File: src/rtl/sap_controller_sequencer.sv
// SAP-1 controller-sequencer: one-hot T1..T6 ring, control-word decode and halt detection.
// Optional `SAP_SINGLE_STEP_EN adds RUN/STEP inputs for manual single-stepping.
module sap_controller_sequencer #(
   parameter logic [3:0] OP_LDA = 4'h0,
   parameter logic [3:0] OP_ADD = 4'h1,
   parameter logic [3:0] OP_SUB = 4'h2,
   parameter logic [3:0] OP_OUT = 4'hE,
   parameter logic [3:0] OP_HLT = 4'hF
) (
   input  logic       CLK,
   input  logic       CLR_,
`ifdef SAP_SINGLE_STEP_EN
   input  logic       RUN,
   input  logic       STEP,
`endif
   input  logic [3:0] opcode,
   output logic [5:0] T,
   output logic       Cp,
   output logic       Ep,
   output logic       Lm_,
   output logic       CE_,
   output logic       Li_,
   output logic       Ei_,
   output logic       La_,
   output logic       Ea,
   output logic       Su,
   output logic       Eu,
   output logic       Lb_,
   output logic       Lo_,
   output logic       HLT
);

   typedef enum logic [5:0] {
      StT1 = 6'b000001,
      StT2 = 6'b000010,
      StT3 = 6'b000100,
      StT4 = 6'b001000,
      StT5 = 6'b010000,
      StT6 = 6'b100000
   } state_e;

   state_e state_q, state_d;
   logic   hlt_q, hlt_d;
   logic   advance;

`ifdef SAP_SINGLE_STEP_EN
   logic step_q;

   always_ff @(posedge CLK) begin
      if (!CLR_) begin
         step_q <= 1'b0;
      end else begin
         step_q <= STEP;
      end
   end

   assign advance = RUN | (STEP & ~step_q);
`else
   assign advance = 1'b1;
`endif

   always_ff @(posedge CLK) begin
      if (!CLR_) begin
         state_q <= StT1;
         hlt_q   <= 1'b0;
      end else begin
         state_q <= state_d;
         hlt_q   <= hlt_d;
      end
   end

   always_comb begin
      state_d = state_q;
      hlt_d   = hlt_q;
      if (!hlt_q && advance) begin
         unique case (state_q)
            StT1: state_d = StT2;
            StT2: state_d = StT3;
            StT3: state_d = StT4;
            StT4: begin
               // Halt freezes the ring in T4 until reset.
               if (opcode == OP_HLT) begin
                  hlt_d = 1'b1;
               end else begin
                  state_d = StT5;
               end
            end
            StT5: state_d = StT6;
            StT6: state_d = StT1;
            default: state_d = StT1;
         endcase
      end
   end

   always_comb begin
      Cp  = 1'b0;
      Ep  = 1'b0;
      Lm_ = 1'b1;
      CE_ = 1'b1;
      Li_ = 1'b1;
      Ei_ = 1'b1;
      La_ = 1'b1;
      Ea  = 1'b0;
      Su  = 1'b0;
      Eu  = 1'b0;
      Lb_ = 1'b1;
      Lo_ = 1'b1;
      if (!hlt_q) begin
         unique case (state_q)
            StT1: begin
               Ep  = 1'b1;
               Lm_ = 1'b0;
            end
            StT2: Cp = 1'b1;
            StT3: begin
               CE_ = 1'b0;
               Li_ = 1'b0;
            end
            StT4: begin
               if (opcode == OP_LDA || opcode == OP_ADD || opcode == OP_SUB) begin
                  Ei_ = 1'b0;
                  Lm_ = 1'b0;
               end else if (opcode == OP_OUT) begin
                  Ea  = 1'b1;
                  Lo_ = 1'b0;
               end
            end
            StT5: begin
               if (opcode == OP_LDA) begin
                  CE_ = 1'b0;
                  La_ = 1'b0;
               end else if (opcode == OP_ADD || opcode == OP_SUB) begin
                  CE_ = 1'b0;
                  Lb_ = 1'b0;
               end
            end
            StT6: begin
               if (opcode == OP_ADD || opcode == OP_SUB) begin
                  Eu  = 1'b1;
                  La_ = 1'b0;
                  Su  = (opcode == OP_SUB);
               end
            end
            default: ;
         endcase
      end
   end

   assign T   = state_q;
   assign HLT = hlt_q;

endmodule
File: config.mk
export PLATFORM = sky130hd
export DESIGN_NAME = sap_controller_sequencer
export DESIGN_NICKNAME = d
export VERILOG_FILES = /design/src/rtl/sap_controller_sequencer.sv
export SDC_FILE = /design/constraint.sdc
export NUM_CORES = 1
export LEC_CHECK = 0
export CORE_AREA = 3 3 40 42
export CTS_CLUSTER_SIZE = 12
export DETAILED_ROUTE_END_ITERATION = 8
export DIE_AREA = 0 0 43 45
export GPL_TIMING_DRIVEN = 0
export PLACE_DENSITY_LB_ADDON = 0.12
export RECOVER_POWER = 100
export SLEW_MARGIN = 20
export SYNTH_ARGS = -nofsm -noshare
export SYNTH_HDL_FRONTEND = slang
export SYNTH_SLANG_ARGS = --single-unit
File: constraint.sdc
create_clock -name CLK -period 4.1 [get_ports CLK]
set_clock_uncertainty 0.15 [all_clocks]
set_input_delay 0.82 -clock CLK [delete_from_list [all_inputs] [get_ports CLK]]
set_output_delay 0.82 -clock CLK [all_outputs]
set_load 0.01 [all_outputs]
After elaboration in Yosys (flattened, before gate mapping)
Index checks and enable logic that the tools add are counted.
{"block": "word_totals", "elab_cells": 59, "input_bits": 6, "out_inout_bits": 19, "regBits": 7}
{"block": "classes", "eq_ne": 11, "n_mux": 40, "n_bitwise": 1, "n_reduce_logical": 5}
{"operator": "1-bit two-way mux", "n": 35}
{"operator": "6-bit case mux with 5 select lines", "n": 1}
{"operator": "4-bit == test (second input constant)", "n": 2}
{"operator": "6-bit by 1-bit == test with 1-bit output (second input constant)", "n": 1}
{"operator": "6-bit by 2-bit == test with 1-bit output (second input constant)", "n": 1}
{"operator": "6-bit by 3-bit == test with 1-bit output (second input constant)", "n": 1}
{"operator": "6-bit by 4-bit == test with 1-bit output (second input constant)", "n": 1}
{"operator": "6-bit by 5-bit == test with 1-bit output (second input constant)", "n": 1}
{"operator": "6-bit == test (second input constant)", "n": 1}
{"operator": "6-bit two-way mux", "n": 1}
{"operator": "1-bit case mux with 2 select lines", "n": 3}
{"operator": "4-bit by 1-bit == test with 1-bit output (second input constant)", "n": 1}
{"operator": "4-bit by 2-bit == test with 1-bit output (second input constant)", "n": 1}
{"operator": "4-bit logical NOT", "n": 1}
{"operator": "1-bit logical OR", "n": 3}
{"operator": "2-bit != test (second input constant)", "n": 1}
{"operator": "2-bit AND reduction", "n": 1}
{"operator": "1-bit NOT", "n": 1}

Longest topological paths before layout
Gate-level depths: netlist of the first run.
{"block": "logic_depth", "depth_word": 6, "depth_mapped": 4, "mapped_depth_nobuf": 3}

Worst setup path after synthesis of the first run
No wires, ideal clock.
{"block": "synth_timing", "path_type": "register to output", "startpoint": "register state_q[3] (netlist: T[3])", "endpoint": "output Eu", "n_path_buf": 1, "required_ns": 3.130, "slack_ns": 1.459, "arrival_time_ns": 1.671, "stages_incl_launch_ff": 5, "path_cell_list": "dfxtp_1 -> buf_6 -> or4_4 -> or3_1 -> a211oi_1"}
{"block": "synth_via", "elab_chain_cells": 3}
{"element": "start, declared", "line": "42", "rtl": "state_e state_q, state_d;"}
{"element": "start signal, assigned", "line": "64", "rtl": "state_q <= StT1;"}
{"element": "start signal, assigned", "line": "67", "rtl": "state_q <= state_d;"}
{"element": "6-bit == test", "line": "109", "rtl": "unique case (state_q)"}
{"element": "1-bit two-way mux", "line": "109"}
{"element": "1-bit two-way mux", "line": "108", "rtl": "if (!hlt_q) begin"}
{"element": "end, declared", "line": "27", "rtl": "output logic Eu,"}
Every way passes these cells.

Worst setup path in the final report of the first run
{"block": "layout_timing", "startpoint": "input opcode[2]", "endpoint": "output Lb_"}
{"block": "layout_via", "elab_chain_cells": 6, "word_cells_on_any_way": 8, "cone_classes": "2 x eq/ne; 4 x mux; 2 x reduce/logical"}
{"element": "start, declared", "line": "16", "rtl": "input logic [3:0] opcode,"}
{"element": "4-bit by 1-bit == test with 1-bit output / 4-bit by 2-bit == test with 1-bit output (equally long branches)", "line": "132", "rtl": "end else if (opcode == OP_ADD || opcode == OP_SUB) begin"}
{"element": "1-bit logical OR", "line": "132"}
{"element": "1-bit two-way mux", "line": "132"}
{"element": "1-bit two-way mux *", "line": "129", "rtl": "if (opcode == OP_LDA) begin"}
{"element": "1-bit two-way mux *", "line": "109"}
{"element": "1-bit two-way mux *", "line": "108"}
{"element": "end, declared", "line": "28", "rtl": "output logic Lb_,"}
Every way passes the cells marked *; elsewhere a longest branch is shown, timed or not.

==> results.md, run 1 <==
* TNS Setup at 0 ps
* Vias per std cell at 5.66
* Drt wl/cell at 13.2 um
* Post-CTS Setup Inserts at 0
* Detailed Routing Iterations Pass 1 at 5
* Slew margin rel. at 0.744
* Sequential area share after synthesis at 0.268
* FF-to-FF path depth at 4
* Area share of the largest cell type after synthesis at 0.268
* Cells after synthesis at 65
* Final wirelength at 1.42 mm
* HP Class: register to register
* CP Class: input pin to primary output
* Worst-skew pair later-pin latency at 250 ps
* Die W at 43 um
* Synthesized area at 523 um2
* Syn Area/Cell at 8.05 um2
* Worst Path Max Fanout at 5
* Fmax at 267 MHz
* Outcome: complete, no violations
* Fin crit share at 0.915
* Critical path required time at 3130 ps
* Maxcap violations at 0
* Final Util at 0.622
* DPL Wire Length at 1.10 mm
* Slew Limit Fails at 0
* Data arrival, critical path at 2780 ps
* 1st-iter DRT viols at 16
* Maximum root-to-sink buffer count at 2
* Final #Nets at 100
* Min Tclk post-route at 3750 ps
* # diodes at 0
* Vias in the first global route at 603
* Count leader, synth: dfxtp_1
* Layout area overhead at 52.9%
* Final ANT Viol Nets at 0
* Distinct cell type count after synthesis at 35
* Number of gates resized after CTS at 0
* Clock transition at path regs at 50 ps
* IO buf count at 24
* Crit path launch type: input pin
* Synth top cells by count: dfxtp_1, nand2_1, inv_1, nor2_1, nor3_1
* Ys async rst share at 0
* Total gr overflow at 0
* Element type at the critical path end: primary output
* IO Count at 25
* # H-tree levels at 1
* Syn nets at 71
* Clk sinks at 7
* Warnings, synthesis at 0
* Root Driver: clkbuf_4
* Initial Utilization at 0.407
* Global-route usage over all layers at 0.173
* RePlAce Congestion at 0.800
* Slew at the pin closest to its max-slew limit at 381 ps
* RSZ-0062 raised after global routing: false
* Total number of vias at 611
* Core Area at 0.00128 mm2
* Hold depth at 2
* Peak VDD IR at 0.176 mV
* Synth top area cells: dfxtp_1, nor3_1, nand2_1, nand2b_1, or3_1
* Yosys reg bits at 7
* Hold_buf cts at 0
* First-pass GRT wire length at 2.50 mm
* Die Area at 0.00194 mm2
* Area leader, netlist: dfxtp_1
* Largest net degree at the start of global routing at 11
* Row Count at 13
* Layout cell share with drive strength beyond 1 at 0.0968
* Number of synthesized flops with an enable pin at 0
* Lkg Pwr at 0.293 nW
* CTS tree: done
* Final Setup Violations at 0
* PwrDens at 247 mW/mm2
* Num CTS Buffers at 3
* Die Y at 45 um
* Post-route DRC at 0
* Top_reg_cell synth: dfxtp_1
* Fin. Hold Viols at 0
* Initial antenna violation count at 0
==> placed cells by master, fill, tap and decap left out, drive strengths merged <==
master / instances
a21oi: 3
buf: 1
dlygate4sd3: 20
nor2b: 2
clkdlybuf4s50: 4
o211ai: 1
nand2: 5
or3: 3
and3: 1
nor2: 4
and2: 1
o221a: 1
nand4: 1
nor4b: 1
dfxtp: 7
inv: 4
o311a: 1
a2111oi: 1
clkbuf: 5
o21ai: 2
nand2b: 3
nor3b: 1
a2111o: 1
and4b: 1
nand3: 3
a211oi: 1
a31oi: 2
nor4: 2
nor3: 4
or4b: 1
or4: 3
o21a: 1
and4: 1
o41ai: 1
==> power by group <==
part	switching [mW]	total [mW]	internal, mW
Clock	0.0247	0.0618	0.0371
Sequential	0.00683	0.0791	0.0722
Combinational	0.0279	0.0566	0.0287
==> final cells by class <==
cell class | count | area (um2)
Fill cell | 132 | 485
Inverter | 4 | 15.0
Timing Repair Buffer | 24 | 240
Multi-Input combinational cell | 52 | 334
Sequential cell | 7 | 140
Buffer | 2 | 25.0
Tap cell | 15 | 18.8
Clock buffer | 4 | 26.3
==> through the flow <==
step                instance area (um2)  hold slack (ps)  setup slack (ps)  power, mW  cells
detailed placement                  782              398               549      0.145    104
global route                        800              453               271      0.212    108
CTS                                 808              405               544      0.209    108
global placement                    782              391               532      0.145    104
finish                              800              394               348      0.197    108
floorplan                           523              392              1460      0.111     65
==> state kept, by name, summed over array words and instances, names as in the netlist <==
name,cells
HLT,1
T,6
==> logic make-up after synthesis <==
group,count (synthesis),synth area share
buffers and inverters,6,0.0765
AO/OA/AOI/OAI,15,0.220
AND/OR/NAND/NOR,37,0.435
flip-flops,7,0.268
==> worst paths after layout <==
check / from / to / slack (ps)
setup / recovery: opcode[2] / Lb_ / 350
hold / removal: T[5]$_SDFFE_PN0P_ / T[5]$_SDFFE_PN0P_ / 390
setup reg to reg: T[3]$_SDFFE_PN0P_ / T[2]$_SDFFE_PN0P_ / 2210
hold reg to reg: T[5]$_SDFFE_PN0P_ / T[5]$_SDFFE_PN0P_ / 390
==> worst max-delay path: stages <==
cell and delay, ps:
dlygate4sd3_1 600, or3_1 370, a2111o_1 390, dlygate4sd3_1 600
==> routing by layer <==
layer | wire length [um] | share of wire | track usage | up-vias
li1 | - | - | - | 313
met1 | 705 | 0.50 | 0.220 | 270
met2 | 606 | 0.43 | 0.243 | 26
met3 | 97 | 0.068 | 0.0558 | 2
met4 | 15 | 0.011 | 0.133 | 0
met5 | 0 | 0 | 0 | -
Note: power is estimated with default switching activity, not from simulation.
==> inputs of run 2 (changes only) <==
ABC_AREA = 1   (was not set)
==> results.md, run 2 <==
* First-pass GRT wire length at 2.30 mm
* TNS Setup at 0 ps
* Seq pwr share at 0.405
* Total gr overflow at 0
* Total number of vias at 624
* Initial Utilization at 0.392
* Vias in the first global route at 576
* Fmax at 278 MHz
* Post-Place Cell Area at 753 um2
* Maximum root-to-sink buffer count at 2
* Number of gates resized after CTS at 0
* CP Class: input pin to primary output
* Comb power frac at 0.288
* Data arrival, critical path at 2620 ps
* Top_reg_cell synth: dfxtp_1
* Slew margin rel. at 0.623
* Final ANT Viol Nets at 0
* Fin crit share at 0.877
* Crit path buf inv count at 2
* RSZ-0062 raised after global routing: false
* Detailed Routing Iterations Pass 1 at 3
* Global-route usage over all layers at 0.153
* Hold depth at 2
* Core Area at 0.00128 mm2
* Pint at 136 uW
* Row Count at 13
* PwrDens at 252 mW/mm2
* Area share of the largest cell type after synthesis at 0.278
* Worst Path Max Fanout at 4
* Crit path largest cell delay at 600 ps
* Final Util at 0.595
* Post-CTS Setup Inserts at 0
* Ys async rst share at 0
* Largest net degree at the start of global routing at 11
* # fillers at 143
* IO buf count at 23
* Sequential area share after synthesis at 0.278
* Warnings, synthesis at 0
* Post-route DRC at 0
* Critical path depth at 8
* IO Count at 25
* Root Driver: clkbuf_4
* Synth top area cells: dfxtp_1, nand2_1, nand3_1, nor2_1, inv_1
* Worst-path cell chain: clkdlybuf4s50_1, nor2_1, nand3_1, nor2_1, nand2_1, o21ai_1, nand2_1, dlygate4sd3_1
* Die W at 43 um
* Min Tclk post-route at 3590 ps
* Post-route design area at 764 um2
* Outcome: complete, no violations
* Placed Cells at 125
* Worst reg2reg setup slack at 2620 ps
* CTS tree: done
* Maxcap violations at 0
* Slew Limit Fails at 0
* NetSw at 56.6 uW
* Tot Pwr at 193 uW
* Die Y at 45 um
* # H-tree levels at 1
* Hold_buf cts at 0
* Final wirelength at 1.35 mm
* Distinct cell type count after synthesis at 16
* Layout area overhead at 51.6%
* Num CTS Buffers at 3
* # diodes at 0
* Lkg Pwr at 0.373 nW
* Most common cell after layout, fill and taps aside: nand2_1
* Syn nets at 93
* Layout Cells excl Fill at 129
* Synth top cells by count: nand2_1, nor2_1, nand3_1
* Max reg flops at 6
* Final #Nets at 121
* 1st-iter DRT viols at 4
* Element type at the critical path end: primary output
* Drt wl/cell at 10.5 um
* Yosys reg bits at 7
* Critical path required time at 3130 ps
* Cells after synthesis at 87
* Die Area at 0.00194 mm2
* Initial antenna violation count at 0
* Synthesized area at 504 um2
* Layout cell share with drive strength beyond 1 at 0.0702
* DPL Wire Length at 1.08 mm
* Clk sinks at 7
* Top delay family on crit path: buffers and inverters
* Final Setup Violations at 0
* Syn Area/Cell at 5.80 um2
* Clock transition at path regs at 50 ps
* Most frequent cells in the layout: nand2_1, dlygate4sd3_1, nor2_1, nand3_1, inv_1
* Crit path launch type: input pin
* Fin. Hold Viols at 0
* FF-to-FF path depth at 5
* Vias per std cell at 4.84
* Area leader, netlist: dfxtp_1
* Worst-skew pair later-pin latency at 240 ps
* Slew at the pin closest to its max-slew limit at 560 ps
* CP max-delay cell: dlygate4sd3_1
* Sw Share at 0.293
* Peak VDD IR at 0.145 mV
* Number of synthesized flops with an enable pin at 0
* Clock share of power at 0.307
* Count leader, synth: nand2_1
* RePlAce Congestion at 0.841
* HP Class: register to register
-- run 2: cell types whose count changed after synthesis, sizes merged, moves of 3 or more --
cell,change
inv,+9
nand2,+20
nand2b,-3
nand3,+10
nor2,+13
nor3,-4
or3,-3
or4,-3
-- run 2: logic make-up (layout without fill, tap and decap cells) --
family          count (synthesis)  in the layout  share of synthesized area
simple gates                   59             59                      0.543
buf+inv                        14             41                      0.104
compound gates                  7              7                     0.0744
flops                           7              7                      0.278
-- run 2: final timing paths --
check / endpoint / startpoint
setup / recovery: La_ / opcode[3]
hold / removal: T[2]$_SDFFE_PN0P_ / T[2]$_SDFFE_PN0P_
setup reg to reg: T[1]$_SDFFE_PN0P_ / T[3]$_SDFFE_PN0P_
hold reg to reg: T[2]$_SDFFE_PN0P_ / T[2]$_SDFFE_PN0P_
-- run 2: worst register-to-register path, stage by stage (launching register included) --
cell     delay, ps
dfxtp_1        340
nor2_1         180
nand2_1        130
nor4_1         450
nand2_1        100
nand2_1         80
-- run 2: per-stage QoR --
stage / hold WS [ps] / setup WS, ps
2_1_floorplan: 367 / 1640
5_1_grt: 379 / 393
3_3_place_gp: 343 / 672
4_1_cts: 358 / 642
3_5_place_dp: 349 / 647
6_report: 352 / 506
-- run 2: area by class of cell --
cell class	instances	area (um2)	area share
clock buffers	4	26.3	0.0344
repair buffers	23	230	0.301
inverters	13	48.8	0.0638
plain buffers	1	3.75	0.00491
multi-input cells	66	297	0.388
flip-flops and latches	7	140	0.183
well taps	15	18.8	0.0245
-- run 2: power by group through the flow --
stage / clock network (mW) / registers, mW / logic, mW
floorplan: 0 / 0.0817 / 0.0295
global placement: 0 / 0.0804 / 0.0598
detailed placement: 0 / 0.0806 / 0.0606
CTS: 0.0614 / 0.0792 / 0.0610
global route: 0.0634 / 0.0792 / 0.0621
finish: 0.0592 / 0.0781 / 0.0556
-- run 2: metal layers --
layer  global-route usage  share of wire
met1                0.196           0.48
met2                0.254           0.46
met3               0.0199          0.060
met4               0.0723              0
met5                    0              0
==> inputs of run 3 (changes only) <==
CTS_CLUSTER_DIAMETER = 80   (was not set)
DONT_BUFFER_PORTS = 1   (was not set)
clock period = 2.9 ns   (was 4.1 ns; I/O delays follow)
==> results.md, run 3 (synthesis results as in run 2) <==
* # fillers at 159
* Most frequent cells in the layout: nand2_1, nor2_1, nand3_1, inv_1, dfxtp_1
* Slew Limit Fails at 0
* RePlAce Congestion at 0.777
* Total gr overflow at 0
* Post-route design area at 538 um2
* Peak VDD IR at 0.221 mV
* Post-CTS Setup Inserts at 0
* Min Tclk post-route at 2300 ps
* Top delay family on crit path: simple AND/OR/NAND/NOR gates
* Row Count at 13
* Num CTS Buffers at 3
* Fin. Hold Viols at 0
* Data arrival, critical path at 1570 ps
* NetSw at 76.2 uW
* Hold_buf cts at 0
* DPL Wire Length at 1.00 mm
* Clk sinks at 7
* Clock share of power at 0.346
* Outcome: complete, no violations
* Layout area overhead at 6.70%
* Post-route DRC at 0
* CP max-delay cell: dfxtp_1
* Global-route usage over all layers at 0.146
* Final hold slack at 399 ps
* Sw Share at 0.310
* HP Class: register to register
* Maxcap violations at 0
* Crit path largest cell delay at 390 ps
* Maximum root-to-sink buffer count at 2
* Detailed Routing Iterations Pass 1 at 5
* Critical path required time at 2170 ps
* Element type at the critical path end: primary output
* Die Area at 0.00194 mm2
* Max reg flops at 6
* CP Class: register to primary output
* Vias in the first global route at 484
* Seq pwr share at 0.463
* Final ANT Viol Nets at 0
* 1st-iter DRT viols at 10
* Core Area at 0.00128 mm2
* Lkg Pwr at 0.273 nW
* Number of gates resized after CTS at 0
* TNS Setup at 0 ps
* # H-tree levels at 1
* Crit path buf inv count at 1
* Worst-skew pair later-pin latency at 240 ps
* Worst-path cell chain: nor2_1, nand2_1, nor2_1, nand2_1, inv_1
* Final wirelength at 1.22 mm
* Root Driver: clkbuf_4
* Initial antenna violation count at 0
* IO buf count at 0
* Most common cell after layout, fill and taps aside: nand2_1
* Comb power frac at 0.191
* Crit path launch type: register
* First-pass GRT wire length at 2.10 mm
* IO Count at 25
* Clock transition at path regs at 50 ps
* Final Setup Violations at 0
* CTS tree: done
* Initial Utilization at 0.392
* Die W at 43 um
* Pint at 170 uW
* # diodes at 0
* Vias per std cell at 5.22
* RSZ-0062 raised after global routing: false
* PwrDens at 457 mW/mm2
* Total number of vias at 553
* Slew at the pin closest to its max-slew limit at 699 ps
* Drt wl/cell at 11.5 um
* Layout cell share with drive strength beyond 1 at 0.0769
* Fin crit share at 0.793
* Fmax at 435 MHz
* Largest net degree at the start of global routing at 11
* Die Y at 45 um
* Worst Path Max Fanout at 6
* Slew margin rel. at 0.530
* Post-Place Cell Area at 523 um2
* Final #Nets at 98
-- run 3: stage by stage --
stage	cells	power [mW]	setup slack, ps	util
CTS	106	0.256	612	0.427
global route	106	0.268	454	0.419
global placement	102	0.167	817	0.407
detailed placement	102	0.167	812	0.407
floorplan	87	0.157	924	-
finish	106	0.246	599	0.419
-- run 3: path summary, 6_finish.rpt --
path                     start                end  slack (ps)  cells after the start
max          T[1]$_SDFFE_PN0P_                 Ea         600                      5
min          T[2]$_SDFFE_PN0P_  T[2]$_SDFFE_PN0P_         400                      2
max reg2reg  T[3]$_SDFFE_PN0P_  T[2]$_SDFFE_PN0P_        1270                      5
min reg2reg  T[2]$_SDFFE_PN0P_  T[2]$_SDFFE_PN0P_         400                      2
-- run 3: per-layer routing --
layer  routed length [um]  part of all wire  global-route usage  vias to the layer above
met4                   10            0.0082              0.0904                        0
met3                  117             0.096              0.0478                        2
li1                     -                 -                   -                      287
met2                  523              0.43               0.204                       23
met5                    0                 0                   0                        -
met1                  571              0.47               0.193                      241
-- run 3: power by group through the flow --
stage | clock network [mW] | registers (mW) | logic (mW)
3_5_place_dp | 0 | 0.118 | 0.0496
6_report | 0.0852 | 0.114 | 0.0469
2_1_floorplan | 0 | 0.116 | 0.0417
4_1_cts | 0.0909 | 0.116 | 0.0497
3_3_place_gp | 0 | 0.118 | 0.0492
5_1_grt | 0.0987 | 0.115 | 0.0538
-- run 3: final cells by class --
type | instances | area (um2) | share of cell area
plain buffers | 1 | 3.75 | 0.00698
clock buffers | 4 | 26.3 | 0.0488
inverters | 13 | 48.8 | 0.0907
multi-input cells | 66 | 300 | 0.558
flip-flops and latches | 7 | 140 | 0.260
well taps | 15 | 18.8 | 0.0349
-- run 3: worst register-to-register path, delay by kind of cell, from the launching register on --
kind / cells / cell delay [ps]
and+or+nand+nor: 5 / 1060
DFF: 1 / 370
==> variant 1, RTL diff (settings of run 2) <==
Add an input register stage for `opcode`, without a reset; this delays it by one clock. The other inputs are not delayed to match.
--- a/src/rtl/sap_controller_sequencer.sv
+++ b/src/rtl/sap_controller_sequencer.sv
@@ -41,2 +41,8 @@
 
+   logic [3:0] opcode_q;
+
+   always_ff @(posedge CLK) begin
+      opcode_q <= opcode;
+   end
+
    state_e state_q, state_d;
@@ -81,3 +87,3 @@
                // Halt freezes the ring in T4 until reset.
-               if (opcode == OP_HLT) begin
+               if (opcode_q == OP_HLT) begin
                   hlt_d = 1'b1;
@@ -119,6 +125,6 @@
             StT4: begin
-               if (opcode == OP_LDA || opcode == OP_ADD || opcode == OP_SUB) begin
+               if (opcode_q == OP_LDA || opcode_q == OP_ADD || opcode_q == OP_SUB) begin
                   Ei_ = 1'b0;
                   Lm_ = 1'b0;
-               end else if (opcode == OP_OUT) begin
+               end else if (opcode_q == OP_OUT) begin
                   Ea  = 1'b1;
@@ -128,6 +134,6 @@
             StT5: begin
-               if (opcode == OP_LDA) begin
+               if (opcode_q == OP_LDA) begin
                   CE_ = 1'b0;
                   La_ = 1'b0;
-               end else if (opcode == OP_ADD || opcode == OP_SUB) begin
+               end else if (opcode_q == OP_ADD || opcode_q == OP_SUB) begin
                   CE_ = 1'b0;
@@ -137,6 +143,6 @@
             StT6: begin
-               if (opcode == OP_ADD || opcode == OP_SUB) begin
+               if (opcode_q == OP_ADD || opcode_q == OP_SUB) begin
                   Eu  = 1'b1;
                   La_ = 1'b0;
-                  Su  = (opcode == OP_SUB);
+                  Su  = (opcode_q == OP_SUB);
                end
Behaviour: not the same (a bounded check fails within 10 cycles, from zero or initial values).
==> variant 1 against run 2 <==
- synthesized cell count grew 4.6%
- sequential cell count grew 4
- routed wire length grew 3.7%
- area after synthesis grew 20%
- final area grew 14%
- count of clock-buffer cells in the layout is the same
- worst setup slack gained 0.59 ns
- sequential share of layout area grew 7.0 points
- power grew 31%
- critical endpoint unchanged
==> variant 1: results (changes against run 2) <==
CP Class reg -> out; first-pass GRT wire length 2400 um (+4.2%); Clock transition at path regs 0.07 ns (+0.02 ns); number of fillers in the final layout 118 (-17%); Layout Cells excl Fill 133 (+3.1%); vias per cell 4.87 (+0.72%); Reg2Reg Setup Slack 2.65 ns (+0.03 ns); DP HPWL 1140 um (+5.7%); dpl cell area 852 um^2 (+13%); number of global-route vias before repair 556 (-3.5%); worst-path fanout max 9 (+5); Layout Nets 125 (+3.3%); share of cells above drive strength 1 0.0847 (+0.0146); Worst Setup SP HLT$_SDFF_PN0_; Netlist cell types 19 (+3); worst path arrival time 2.03 ns (-0.59 ns); min-delay src T[3]$_SDFFE_PN0P_; DP Worst Slack 1.51 ns (+0.865 ns); Avg WL per Cell 10.5 um (+0.59%); leakage power total 0.412 nW (+11%); Area Overhead vs Synth 44.4%; R2R Path End T[0]$_SDFFE_PN1P_; Pre-antenna DRT Iters 4 (+1); Max VDD drop 0.180 mV (+25%); initial DRC count 9 (+5); WHS Endpoint T[3]$_SDFFE_PN0P_; Worst Max-Slew Pin Slew 0.377 ns (-0.183 ns); min Tclk post-route 3.00 ns (-0.593 ns); total global-route track usage 0.163 (+0.0101); hold slack 0.364 ns (+0.0115 ns); status complete, no violations; largest cells by area after synthesis dfxtp_1 37%, nand2_1 14%, nand3_1 10%; reg2reg start T[1]$_SDFFE_PN0P_
[variant 1: changes by cell type after synthesis, sizes merged]
cell / before / now
buf: 1 / 0
clkbuf: 0 / 1
dfxtp: 7 / 11
[variant 1: cells by family after synthesis]
kind of cell,share of synthesized area
buf+inv,0.0871
simple gates,0.485
compound gates,0.0622
flops,0.365
[variant 1: final cells by class]
| class | count | area, um^2 | area share |
|---|---|---|---|
| inverter | 13 | 48.8 | 0.0560 |
| tap | 15 | 18.8 | 0.0216 |
| clock buffer | 4 | 26.3 | 0.0302 |
| sequential | 11 | 220 | 0.253 |
| timing repair buffer | 23 | 230 | 0.264 |
| buffer | 1 | 3.75 | 0.00431 |
| multi-input combinational | 66 | 323 | 0.371 |
[variant 1: per-layer routing]
| layer | global-route usage | wire length [um] | up-vias |
|---|---|---|---|
| met2 | 0.263 | 632 | 19 |
| met5 | 0 | 0 | - |
| met4 | 0.0542 | 21 | 0 |
| met3 | 0.0359 | 77 | 2 |
| met1 | 0.216 | 666 | 280 |
| li1 | - | - | 347 |
[variant 1: report_power, final]
| part | internal [W] | switching (W) | leakage [nW] | total [W] |
|---|---|---|---|---|
| Sequential | 0.000113 | 0.00000879 | 0.0908 | 0.000122 |
| Clock | 0.0000377 | 0.0000357 | 0.0150 | 0.0000734 |
| Combinational | 0.0000292 | 0.0000284 | 0.306 | 0.0000576 |
[variant 1: worst register-to-register path, cell delays in order (launching register included)]
cell and delay (ns):
dfxtp_1 0.47, inv_1 0.13, nand2_1 0.10, nor2_1 0.05, nand3_1 0.13, nand2_1 0.15, nand2_1 0.09, nand3_1 0.07
==> variant 2, RTL diff (flow settings as in run 2) <==
Without the edit above. Build with the macro `SAP_SINGLE_STEP_EN` defined.
--- a/src/rtl/sap_controller_sequencer.sv
+++ b/src/rtl/sap_controller_sequencer.sv
@@ -2,2 +2,4 @@
 // Optional `SAP_SINGLE_STEP_EN adds RUN/STEP inputs for manual single-stepping.
+`define SAP_SINGLE_STEP_EN
+
 module sap_controller_sequencer #(
Interface: changed (added RUN and STEP); port bits go from 25 to 27. The function was not compared with the original's and may differ.
==> variant 2 against run 2 <==
- area after synthesis is 21% higher
- core utilization up 10 points
- sequential share of layout area fell by 0.50 points
- sequential cell count is 1 higher
- final area is 18% higher
- worst setup slack worse by 0.0045 ns
- routed wire length grew 16%
- power grew 19%
- count of clock-buffer cells in the layout down 1
- critical path type unchanged
- highest routed layer is now met4
==> variant 2: results (changes against run 2) <==
Post-synth top cells 23 x nand2_1, 19 x nor2_1, 14 x nand3_1; top_reg_cell synth dfxtp_1; cts repair resizes 0 (unchanged); largest net degree at the start of global routing 10 (-1); syn nets 108 (+16%); Max stage delay on crit path 0.60 ns (about the same); total global-route track usage 0.189 (+0.0364); Crit path max-delay family buffers and inverters; post-synthesis adder-cell area fraction 0 (unchanged); Clk Tree Root Cell clkbuf_4; Worst Max-Slew Pin Slew 0.312 ns (-0.248 ns); register area share after synthesis 0.262 (-0.0162); Clock Path Buffers 2 (unchanged); initial antenna violation count 0 (unchanged); Hold Crit Class reg -> reg; Hold Buf Count CTS 0 (unchanged); largest cells by area after synthesis dfxtp_1 26%, nand2_1 14%, nor2_1 12%; reg2reg start T[1]$_SDFFE_PN0P_; max reg flops 6 (unchanged); leakage power total 0.421 nW (+13%); top cell type's share of synthesized area 0.262 (-0.0162); Max VDD drop 0.173 mV (+20%); number of global-route vias before repair 667 (+16%); Clock transition at path regs 0.05 ns (about the same); CTS Buf Count 3 (unchanged); Async SR Flop Fraction 0 (unchanged); GR Util met3 0.0359 (+0.0159); RePlAce Congestion 0.823 (-2.2%); Crit-path slowest cell dlygate4sd3_1; CP Class in -> out; mux cell area share after synthesis 0 (unchanged); Layout Nets 139 (+15%); worst path arrival time 2.63 ns (about the same); routed wire length 1560 um (+16%); Vias 725 (+16%); DP HPWL 1280 um (+19%); Netlist cell types 18 (+2); first-pass GRT wire length 2710 um (+18%); # port buffers 26 (+13%); worst-path fanout max 3 (-1); initial DRC count 22 (+18); Worst Setup SP opcode[1]; Clock Latency Late Sink 0.26 ns (+0.02 ns); status complete, no violations; M1 GR Usage 0.224 (+0.0280); Synth Area in Compound Gates 0.0777 (+0.00327); number of fillers in the final layout 128 (-10%); Pre-antenna DRT Iters 4 (+1); met2 Resource Use GR 0.311 (+0.0569); min-delay src T[2]$_SDFFE_PN0P_; Yosys Warn Count 0 (unchanged); share of cells above drive strength 1 0.116 (+0.0461)
-- variant 2: changes by cell type in the layout (fill, tap and decap cells not counted), moves of 2 or more --
| cell | change |
|---|---|
| a21oi_1 | +3 |
| dlygate4sd3_1 | +4 |
| inv_1 | +2 |
| inv_2 | -2 |
| nand2_1 | -2 |
| nand2_2 | +4 |
| nand3_1 | +2 |
| nor2_1 | +5 |
| nor2_4 | +3 |
| nor4_1 | -3 |
-- variant 2: routing by layer --
layer / part of all wire / wire length (um)
met1: 0.44 / 691
met2: 0.47 / 735
met3: 0.051 / 79
met5: 0 / 0
met4: 0.034 / 53
-- variant 2: logic make-up (layout without fill, tap and decap cells) --
kind of cell,count (synthesis),in the layout
DFF,8,8
buffers and inverters,14,43
and+or+nand+nor,69,69
AOI/OAI and AO/OA,9,9
-- variant 2: worst paths after layout --
path / slack [ns] / depth (start not counted) / endpoint
worst min register to register: 0.39 / 2 / T[2]$_SDFFE_PN0P_
worst max-delay path: 0.50 / 8 / La_
worst max register to register: 2.65 / 7 / T[0]$_SDFFE_PN1P_
worst min-delay path: 0.39 / 2 / T[2]$_SDFFE_PN0P_
-- variant 2: per-stage QoR --
stage	area, um^2	total power (W)	setup WS [ns]	util	std cells
floorplan	612	0.000139	1.70	-	100
global placement	891	0.000173	0.716	0.693	141
detailed placement	891	0.000175	0.690	0.693	141
CTS	913	0.000239	0.679	0.711	144
global route	898	0.000247	0.372	0.699	144
finish	898	0.000229	0.501	0.699	144
-- variant 2: area by class of cell --
cell class	instances	area, um^2	area share
multi-input cells	78	382	0.425
repair buffers	26	260	0.290
flip-flops and latches	8	160	0.178
inverters	14	55.1	0.0613
clock buffers	3	22.5	0.0251
well taps	15	18.8	0.0209
-- variant 2: power breakdown --
group / internal [W] / total, W / switching [W]
registers: 0.0000833 / 0.0000907 / 0.00000738
clock network: 0.0000336 / 0.0000615 / 0.0000280
logic: 0.0000362 / 0.0000768 / 0.0000406
-- variant 2: worst min-delay path, stage by stage (launching register included) --
cell,delay (ns)
dfxtp_1,0.33
a21oi_1,0.12
nor2_1,0.06
